**src/rtl/mem_reg_bank.sv**
```systemverilog
// DEPTH x WIDTH flip-flop register bank: one write port, one registered read port,
// and a one-word-per-cycle sweep-clear engine. Optional macro WR_FORWARD_EN.
module mem_reg_bank #(
  parameter int WIDTH  = 8,
  parameter int DEPTH  = 8,
  parameter int ADDR_W = 3
) (
  input  logic              clkPE,
  input  logic              rstN,
  input  logic              wrEn,
  input  logic [ADDR_W-1:0] wrAddr,
  input  logic [WIDTH-1:0]  wrData,
  input  logic              rdEn,
  input  logic [ADDR_W-1:0] rdAddr,
  output logic [WIDTH-1:0]  rdData,
  output logic              rdValid,
  input  logic              clr,
  output logic              busy
);

  typedef enum logic {
    S_IDLE  = 1'b0,
    S_CLEAR = 1'b1
  } state_t;

  localparam logic [ADDR_W:0]   LP_DEPTH = (ADDR_W+1)'(DEPTH);
  localparam logic [ADDR_W-1:0] LP_LAST  = ADDR_W'(DEPTH-1);

  state_t            r_state;
  state_t            w_next_state;
  logic [ADDR_W-1:0] r_ptr;
  logic [WIDTH-1:0]  r_mem [DEPTH];
  logic [WIDTH-1:0]  r_rd_data;
  logic              r_rd_valid;
  logic [WIDTH-1:0]  w_rd_word;
  logic              w_idle;
  logic              w_busy;
  logic              w_wr_ok;
  logic              w_rd_ok;
  logic              w_fwd;

  // Handshake: a read accepted at edge N (rdEn=1 in IDLE) presents rdData with
  // rdValid=1 for exactly the cycle after edge N; there is no back-pressure.

  always_ff @(posedge clkPE or negedge rstN) begin
    if (!rstN) r_state <= S_IDLE;
    else       r_state <= w_next_state;
  end

  always_comb begin
    w_next_state = r_state;
    case (r_state)
      S_IDLE:  if (clr) w_next_state = S_CLEAR;
      S_CLEAR: if (r_ptr == LP_LAST) w_next_state = S_IDLE;
      default: w_next_state = S_IDLE;
    endcase
  end

  always_comb begin
    w_idle = (r_state == S_IDLE);
    w_busy = (r_state == S_CLEAR);
  end

  assign w_wr_ok = w_idle && wrEn && ({1'b0, wrAddr} < LP_DEPTH);
  assign w_rd_ok = w_idle && rdEn;

`ifdef WR_FORWARD_EN
  assign w_fwd = w_wr_ok && (wrAddr == rdAddr);
`else
  assign w_fwd = 1'b0;
`endif

  // Out-of-range reads return zero; forwarding only when the write really lands.
  always_comb begin
    w_rd_word = '0;
    if ({1'b0, rdAddr} < LP_DEPTH) w_rd_word = r_mem[rdAddr];
    if (w_fwd) w_rd_word = wrData;
  end

  // Pointer rests at 0 in IDLE so a new sweep always starts at word 0.
  always_ff @(posedge clkPE or negedge rstN) begin
    if (!rstN)                                      r_ptr <= '0;
    else if (r_state == S_CLEAR && r_ptr != LP_LAST) r_ptr <= r_ptr + 1'b1;
    else                                            r_ptr <= '0;
  end

  always_ff @(posedge clkPE or negedge rstN) begin
    if (!rstN) begin
      for (int i = 0; i < DEPTH; i++) r_mem[i] <= '0;
    end else if (r_state == S_CLEAR) begin
      r_mem[r_ptr] <= '0;
    end else if (w_wr_ok) begin
      r_mem[wrAddr] <= wrData;
    end
  end

  always_ff @(posedge clkPE or negedge rstN) begin
    if (!rstN) begin
      r_rd_data  <= '0;
      r_rd_valid <= 1'b0;
    end else begin
      r_rd_valid <= w_rd_ok;
      if (w_rd_ok) r_rd_data <= w_rd_word;
    end
  end

  assign rdData  = r_rd_data;
  assign rdValid = r_rd_valid;
  assign busy    = w_busy;

endmodule

```
**config.mk**
```make
export PLATFORM = sky130hd
export DESIGN_NAME = mem_reg_bank
export DESIGN_NICKNAME = d
export VERILOG_FILES = /design/src/rtl/mem_reg_bank.sv
export SDC_FILE = /design/constraint.sdc
export NUM_CORES = 1
export LEC_CHECK = 0
export ABC_AREA = 1
export BUFFER_PORTS_ARGS = -buffer_cell sky130_fd_sc_hd__buf_2
export CAP_MARGIN = 25
export CELL_PAD_IN_SITES_DETAIL_PLACEMENT = 1
export CELL_PAD_IN_SITES_GLOBAL_PLACEMENT = 2
export CORE_ASPECT_RATIO = 1.2
export CORE_MARGIN = 2
export CORE_UTILIZATION = 34
export CTS_BUF_LIST = sky130_fd_sc_hd__clkbuf_8
export DETAILED_ROUTE_END_ITERATION = 8
export PLACE_DENSITY = 0.77
export RECOVER_POWER = 100
export SLEW_MARGIN = 20
export SYNTH_ARGS = -nofsm -noshare
export SYNTH_HDL_FRONTEND = slang
export SYNTH_SLANG_ARGS = --single-unit
```
**constraint.sdc**
```tcl
create_clock -name clkPE -period 1.3 [get_ports clkPE]
set_clock_uncertainty 0.2 [all_clocks]
set_input_delay 0.13 -clock clkPE [delete_from_list [all_inputs] [get_ports clkPE]]
set_output_delay 0.13 -clock clkPE [all_outputs]
set_load 0.02 [all_outputs]
```
==> out/qor.txt <==
DIE AREA - 0.0113 mm²
DR WL/cell - 20.3 µm
Nets - 501
Clock buffer count from CTS - 9
Max incr delay on CP - 0.45 ns
Register area share after synthesis - 54.2%
Final WS setup - -0.236 ns
Fin. max-slew vios - 0
Critical path arrival - 1.61 ns
Mapped Area - 0.00355 mm²
Unrepaired setup endpoints after global routing - true
Pin count of the biggest net entering global routing - 78
Highest ir drop seen on vdd - 0.000809 V
Skew-Pair Late Insertion Delay - 0.37 ns
Cell variety after synth - 17
Mapped Cells - 419
Mean post-synth cell area - 8.48 µm²
CP Depth - 6
CORE AREA - 0.0101 mm²
Routed wire length - 12,400 µm
Max FO, Critical Path - 8
Synth area leader - dfrtp_1
1st-iter DRT viols - 163
Vias per cell - 5.20
H-tree Lvls - 3
Setup CP Type - reg -> reg
Layout area overhead - 38.5%
Total grt overflow - 0
Post-synth top area share - 54.2%
Most numerous cell in the Yosys netlist - nand2_1
ANT cells - 0
Final Hold Fails - 0
Leak Pwr - 0.00246 µW
TritonRoute pass-1 iters - 5
Ports - 29
I/O Buffers - 28
Chip Height - 116 µm
Via count - 3,162
Max Cap Viol - 0
DIE WIDTH - 97.3 µm
CP Launch Type - flip-flop
Cell row count - 40
Synth cell count leaders - nand2_1 (91), inv_1 (83), dfrtp_1 (77)
Setup Viol. Count Final - 76
Asr flop ratio synth - 100%
Number of synthesis warnings - 0
Total power - 8890 µW
Mapped Nets - 441
Inst Count DP - 588
Failing checks - negative setup slack
Worst Reg2Reg Path Length in Cells - 6
Tmin final - 1.54 ns
Post-synth EDFFs - 0
Most frequent cell on the critical path - buf_12
Dpl hpwl - 7780 µm
Initial antenna violation count - 0
Vias in the first global route - 3,547
FF+latch count, synth - 77
DRC - 0
Critical path data required time - 1.38 ns
Max Root-Sink Buffers - 2
Highest clock rate - 0.651 GHz
Area contributors post-synth - dfrtp_1 (54%), o22ai_1 (11%), nand2_1 (9.6%)
Critical-path cell list - buf_6 > nor2_4 > buf_12 > nand2_4 > buf_12 > o22ai_2
Max_slew headroom - 51.3%
CP bufs+invs - 3
Worst Setup End Kind - flip-flop
Clock Pin Slew Worst Setup and Hold Paths - 0.07 ns
Detail Route Antenna Nets - 0
Outcome - finished with violations
Top Family by Delay on Critical Path - buffers and inverters
Finished Layout Cells - 608
# clock sinks - 77
Tot GR Track Use - 22.6%
Power density over the cells - 1810 mW/mm²
Gpl congestion - 0.802
Starting Density - 35.1%
Main synth FF type - dfrtp_1
WHS - 0.0510 ns
CP max-delay cell - dfrtp_2
Period utilization - 118%
CTS tree - yes
Worst Max-Slew Pin Slew - 0.730 ns
CTS root buf - clkbuf_8
Worst hold path class - in -> reg
Share of cells above drive strength 1 - 32.0%
First-pass GRT wire length - 19,100 µm
Cell depth of the worst min-delay path - 5
-- per-layer routing --
layer	vias to the layer above	GRT usage, %	part of all wire, %
met1	1594	27.2	41
met4	0	9.26	2.0
met5	-	0	0
met2	70	39.5	53
li1	1482	-	-
met3	16	4.95	4.4
-- per-stage QoR --
stage | setup TNS [ns] | area (µm²) | util, % | setup WS, ns
finish | -12.81 | 4920 | 48.7 | -0.236
global route | -16.88 | 4920 | 48.7 | -0.277
CTS | -10.09 | 4620 | 45.7 | -0.191
detailed placement | -14.12 | 4140 | 40.9 | -0.310
global placement | -11.67 | 4140 | 40.9 | -0.255
floorplan | -5.16 | 3590 | - | -0.158
-- final cells by class --
type	count	area, µm²
Multi-Input combinational cell	246	1780
Timing Repair Buffer	59	551
Clock inverter	3	13.8
Sequential cell	77	1930
Timing Repair inverter	1	7.51
Tap cell	126	158
Fill cell	1178	5190
Clock buffer	11	151
Inverter	85	327
-- path summary, 6_finish.rpt --
check                           from   endpoint  slack (ns)
setup / recovery                busy  r_mem[32]       -0.24
hold / removal                  rdEn  rdData[4]        0.05
setup reg to reg                busy  r_mem[32]       -0.24
hold reg to reg            rdData[2]  rdData[2]        0.29
max in group asynchronous       rstN   r_ptr[1]        0.10
min in group asynchronous       rstN  r_mem[54]        0.25
-- worst register-to-register path, cell delays in order (launching register included) --
cell and delay, ns:
dfrtp_2 0.45, buf_6 0.14, nor2_4 0.11, buf_12 0.14, nand2_4 0.08, buf_12 0.18
o22ai_2 0.15
-- state kept, by name, indices dropped and copies added, names as in the netlist --
name	flops
busy	1
r_mem	64
rdValid	1
r_ptr	3
rdData	8
-- power breakdown --
part           total (µW)  switching, µW  internal (µW)
clock network        1630            871            764
registers            3560            351           3210
logic                3700           2190           1510
total                8890           3410           5480
-- placed cells by master (no fill, tap or decap), drive strengths merged --
cell and instances:
clkinv 2, nand3 58, nor3b 1, nand2 107, clkinvlp 1, o21ai 1, buf 47, dlygate4sd3 2
ha 3, dfrtp 77, nor2 11, clkbuf 21, inv 86, o22ai 64, or2 1
-- repair_timing --
| action | CTS | global route |
|---|---|---|
| setup endpoints to repair | 76 | 78 |
| hold endpoints to repair | 78 | 0 |
| gates cloned | 1 | 0 |
| setup buffers | 1 | 2 |
| hold buffers | 2 | 0 |
| gates resized for setup | 52 | 50 |
| pin swaps | 5 | 9 |
-- cell families after synthesis --
group	synth area share, %
AO/OA/AOI/OAI	11.4
adder cells (fa/ha/maj)	1.06
buffers and inverters	10.5
flip-flops	54.2
AND/OR/NAND/NOR	22.8
No activity file was read; power rests on OpenSTA's default activity.
